[config.mk]
export PLATFORM = sky130hd
export DESIGN_NAME = stream_packer
export DESIGN_NICKNAME = d
export VERILOG_FILES = /design/src/rtl/stream_packer.sv
export SDC_FILE = /design/constraint.sdc
export NUM_CORES = 1
export LEC_CHECK = 0
export CORE_AREA = 2 2 101 103
export CTS_CLUSTER_DIAMETER = 100
export DETAILED_ROUTE_END_ITERATION = 10
export DIE_AREA = 0 0 103 105
export GPL_ROUTABILITY_DRIVEN = 0
export PLACE_DENSITY = 0.78
export REMOVE_ABC_BUFFERS = 1
export SETUP_SLACK_MARGIN = 0.1
export SKIP_LAST_GASP = 1
export SLEW_MARGIN = 30
export SYNTH_ARGS = -nofsm -noshare
export SYNTH_HDL_FRONTEND = slang
export SYNTH_SLANG_ARGS = --single-unit
[constraint.sdc]
create_clock -name clk -period 2.4 [get_ports clk]
set_input_delay 0.36 -clock clk [delete_from_list [all_inputs] [get_ports clk]]
set_output_delay 0.36 -clock clk [all_outputs]
set_load 0.005 [all_outputs]
[src/rtl/stream_packer.sv]
// Narrow-to-wide AXI-stream packer: UNITS words per beat, lane 0 first.
// Optional per-lane keep output enabled by STREAM_PACKER_KEEP_EN.
module stream_packer #(
    parameter int                    DATA_WIDTH = 16,
    parameter int                    UNITS      = 4,
    parameter logic [DATA_WIDTH-1:0] PAD_VALUE  = '0
) (
    input  logic                        clk,
    input  logic                        rstn,
    input  logic                        l_valid,
    output logic                        l_rdy,
    input  logic [DATA_WIDTH-1:0]       d_in,
    input  logic                        T_last_in,
    input  logic                        r_rdy,
    output logic                        r_valid,
    output logic [DATA_WIDTH*UNITS-1:0] d_out,
    output logic                        T_last_out
`ifdef STREAM_PACKER_KEEP_EN
    ,
    output logic [UNITS-1:0]            k_out
`endif
);

    localparam int CW = (UNITS > 1) ? $clog2(UNITS) : 1;
    localparam logic [CW-1:0] LAST_LANE = CW'(UNITS - 1);

    typedef logic [UNITS-1:0][DATA_WIDTH-1:0] lanes_t;

    lanes_t        acc_q, acc_d;
    lanes_t        dout_q, dout_d;
    logic [CW-1:0] cnt_q, cnt_d;
    logic          rvalid_q, rvalid_d;
    logic          tlast_q, tlast_d;
    logic          accept;
    logic          complete;
`ifdef STREAM_PACKER_KEEP_EN
    logic [UNITS-1:0] keep_q, keep_d;
`endif

    always_comb begin
        l_rdy    = ~rvalid_q | r_rdy;
        accept   = l_valid & l_rdy;
        complete = accept & ((cnt_q == LAST_LANE) | T_last_in);

        acc_d    = acc_q;
        cnt_d    = cnt_q;
        dout_d   = dout_q;
        tlast_d  = tlast_q;
        rvalid_d = rvalid_q & ~r_rdy;
`ifdef STREAM_PACKER_KEEP_EN
        keep_d   = keep_q;
`endif

        if (complete) begin
            // Beat is built from the accumulator plus the word arriving now
            for (int i = 0; i < UNITS; i++) begin
                if (CW'(i) < cnt_q) begin
                    dout_d[i] = acc_q[i];
                end else if (CW'(i) == cnt_q) begin
                    dout_d[i] = d_in;
                end else begin
                    dout_d[i] = PAD_VALUE;
                end
`ifdef STREAM_PACKER_KEEP_EN
                keep_d[i] = (CW'(i) <= cnt_q);
`endif
            end
            acc_d    = {UNITS{PAD_VALUE}};
            cnt_d    = '0;
            tlast_d  = T_last_in;
            rvalid_d = 1'b1;
        end else if (accept) begin
            for (int i = 0; i < UNITS; i++) begin
                if (CW'(i) == cnt_q) begin
                    acc_d[i] = d_in;
                end
            end
            cnt_d = cnt_q + CW'(1);
        end
    end

    always_ff @(posedge clk) begin
        if (!rstn) begin
            acc_q    <= '0;
            cnt_q    <= '0;
            dout_q   <= '0;
            tlast_q  <= 1'b0;
            rvalid_q <= 1'b0;
`ifdef STREAM_PACKER_KEEP_EN
            keep_q   <= '0;
`endif
        end else begin
            acc_q    <= acc_d;
            cnt_q    <= cnt_d;
            dout_q   <= dout_d;
            tlast_q  <= tlast_d;
            rvalid_q <= rvalid_d;
`ifdef STREAM_PACKER_KEEP_EN
            keep_q   <= keep_d;
`endif
        end
    end

    assign r_valid    = rvalid_q;
    assign d_out      = dout_q;
    assign T_last_out = tlast_q;
`ifdef STREAM_PACKER_KEEP_EN
    assign k_out      = keep_q;
`endif

endmodule

==> Flow_metrics.wiki <==
{| class="wikitable"
! Metric !! Value
|-
| Nets@finish || between 600 and 700
|-
| Synthesis-stage register bit count || 116
|-
| Port-buffer cells || 87
|-
| Clock skew || between 0.006 and 0.007 ns
|-
| Sequential share of the synthesized area || a little under half
|-
| Total of fill cells in the finished design || between 700 and 800
|-
| Detailed-route vias per instance || 6.37
|-
| Detailed-placement wirelength estimate || roughly 8600 um
|-
| Power share of the clock group || 49.2%
|-
| Worst IR drop on VDD || approximately 440 uV
|-
| Area of the die || around 11000 sq um
|-
| Number of distinct library cell variants in the gate-level netlist after synthesis || 27
|-
| Effective utilization at floorplan || between 50% and 60%
|-
| Cell-internal power || about 4.0 mW
|-
| Leak || 2.32 nW
|-
| Worst R2R Path Depth || 5
|-
| Worst Path Class, Setup || reg -> reg
|-
| Synth Area per Inst || slightly above 9 sq um
|-
| Antenna violations before repair || 1
|-
| Area after DPL || between 5000 and 6000 sq um
|-
| Wire length per cell after detailed routing || 19.7 um
|-
| Switching power as a share of total power || between 20% and 30%
|-
| Clock edge transition at the registers on the reported setup and hold paths || ~0.05 ns
|-
| Area growth syn-to-layout || 29.8%
|-
| Number of vias in the routed layout || 4816
|-
| Final period util || 94.7%
|-
| Hold buffer count at CTS || 0
|-
| Combinational share of power || 11.4%
|-
| Tightest Pin Transition || just over 0.8 ns
|-
| Reg2reg setup slack || roughly 0.13 ns
|-
| Launching instance or port of the critical path || cnt_q[1]
|-
| Highest fanout seen on the critical path || 16
|-
| Endpoint arrival time on the critical path || about 2.7 ns
|-
| Die height || ~110 um
|-
| Hold path depth || 3
|-
| Final design utilization || 67.4%
|-
| TritonCTS buffer count || 17
|-
| WL final || 14900 um
|-
| Sequential fraction of design power || between 30% and 40%
|-
| Flip-flop and latch area || roughly 2300 sq um
|-
| Ratio of cells with drive above 1 in the final layout || 10.8%
|-
| Kind of capture point of the worst setup path || flop
|-
| Run status || complete, no violations
|-
| Slowest cell on the critical path || and2_1
|-
| Sw power || 1.24 mW
|-
| Post-synthesis instance area || ~5000 sq um
|-
| Crit path required time || approximately 2.8 ns
|-
| Ys Warns || 0
|-
| CTS sink cnt || approximately 120
|-
| DRT iter0 DRCs || just over 400
|-
| Total overflow reported by the global router || 0
|-
| Buffer cell driving the clock tree root || clkbuf_8
|-
| DRC violation count after routing || 0
|-
| Highest-count cells in the layout ignoring fill and taps || dfxtp_1 (116), clkdlybuf4s50_1 (86), a21oi_1 (66)
|-
| Min Tclk post-route || 2.27 ns
|-
| Via count of the first global-routing pass || roughly 4600
|-
| Maximum clock rate || 0.440 GHz
|-
| R2r startpoint || cnt_q[1]
|-
| Critical path launch point type || flop
|-
| Core box area || just under 10000 sq um
|-
| CTS tree || yes
|-
| Destination of the critical timing path || acc_q[36]
|-
| Number of max-slew violations in the final report || 0
|-
| Number of max-capacitance violations reported || 0
|-
| Ratio of total power to cell area || around 800 nW/um^2
|-
| R2r endpoint || acc_q[36]
|-
| Path category of the worst min-delay check || in -> reg
|-
| Total negative slack || 0 ns
|-
| Post-placement setup slack || between 0.2 and 0.25 ns
|-
| Finished Cell Area || around 6500 sq um
|-
| Multi-input gate area in the final layout || 2380 sq um
|-
| Final Hold Violating Endpoints || 0
|-
| Die W || 103 um
|-
| Leading cell type in the layout, fill and taps excluded || dfxtp_1
|-
| Clock H-tree levels || 4
|-
| Site Rows || 36
|-
| Antenna Nets Post-Route || 0
|-
| Boundary pin count || just under 90
|-
| Max-Slew Margin vs Limit || between 40% and 50%
|-
| Total chip power || around 5.2 mW
|-
| DR pass1 iterations || 6
|-
| Unrepaired setup endpoints after global routing || yes
|-
| Number of failing setup endpoints in the final timing report || 0
|-
| CP Cell Sequence || buf_4, ha_1, and2_1, nand3_1, a21oi_1
|-
| Post-layout worst setup margin || roughly 0.13 ns
|-
| GR Util All Layers || roughly 28%
|-
| Clock latency on the worst-skew pair || around 0.52 ns
|-
| First-pass GRT wire length || ~24000 um
|-
| Syn Inst Count || 551
|-
| Largest net degree at the start of global routing || 59
|-
| Critical path's largest stage delay || around 0.66 ns
|-
| Maximum buffer depth of the clock tree || 2
|}
-- cells in the mapped netlist (all sizes together) --
master	n	area share (%)
dfxtp	116	46
or2	1	0.13
a31oi	66	8.4
and3b	16	2.8
a22o	16	2.8
o21ai	50	5.0
and3	1	0.22
nor2b	1	0.13
a211oi	48	8.1
nand2	5	0.37
o21a	1	0.15
ha	5	1.2
inv	4	0.30
clkinv	1	0.075
buf	30	3.5
a31o	1	0.17
clkbuf	36	2.7
nand3	50	5.0
nor3	1	0.20
a41o	1	0.20
a21oi	66	6.6
and2	19	2.4
mux2i	16	3.2
-- metrics by stage --
stage                     cells  hold slack (ns)
final                       756            0.310
after global routing        755            0.321
after CTS                   755            0.308
after detailed placement    725            0.461
after global placement      725            0.455
after floorplan             485            0.449
-- how the worst min path moves through the flow --
stage / start / to / slack (ns)
3_5_place_dp: d_out[63] / d_out[63] / 0.46
6_report: l_valid / d_out[2] / 0.31
2_1_floorplan: acc_q[16] / acc_q[16] / 0.45
4_1_cts: l_valid / d_out[2] / 0.31
5_1_grt: l_valid / d_out[4] / 0.32
3_3_place_gp: acc_q[27] / acc_q[27] / 0.46
-- flip-flops by register name (all words and copies together), names as in the netlist --
name and cells:
cnt_q 2, d_out 64, r_valid 1, T_last_out 1
acc_q 48
-- critical path, delay by kind of cell (launching register included) --
kind                     cells  cell delay (ns)
AND/OR/NAND/NOR              2             0.90
flip-flops                   1             0.45
adder cells (fa/ha/maj)      1             0.38
AO/OA/AOI/OAI                1             0.24
buffers and inverters        1             0.21
-- layer usage --
metal	GRT usage, %	part of all wire (%)
met3	7.22	8.5
met2	42.6	46
met4	9.96	1.9
met1	37.9	43
met5	0	0
-- what timing repair did --
| action | 4_1_cts | 5_1_grt |
|---|---|---|
| setup endpoints to repair | 0 | 12 |
| resized for setup | 0 | 2 |
| buffers inserted | 0 | 0 |
-- layout make-up --
class                           instances  share of cell area [%]
Multi-Input combinational cell        364                    36.6
Sequential cell                       116                    35.7
Timing Repair Buffer                  107                    15.6
Clock buffer                           20                    6.70
Tap cell                              133                    2.56
Clock inverter                         10                    2.43
Inverter                                5                   0.289
Antenna cell                            1                  0.0385
-- power by group through the flow --
stage               Sequential, mW  Clock [mW]  Combinational [mW]
finish                        2.06        2.56               0.591
global route                  2.06        2.66               0.635
CTS                           2.06        2.56               0.583
detailed placement            2.09           0               0.575
global placement              2.09           0               0.555
floorplan                     2.09           0               0.271
-- cells by family after synthesis --
family / Yosys count / share of synthesized area (%)
AO/OA/AOI/OAI: 249 / 31.4
adder cells (fa/ha/maj): 5 / 1.25
buffers and inverters: 71 / 6.57
flip-flops: 116 / 46.4
multiplexers: 16 / 3.20
AND/OR/NAND/NOR: 94 / 11.2
Note: power is estimated with default switching activity, not from simulation.
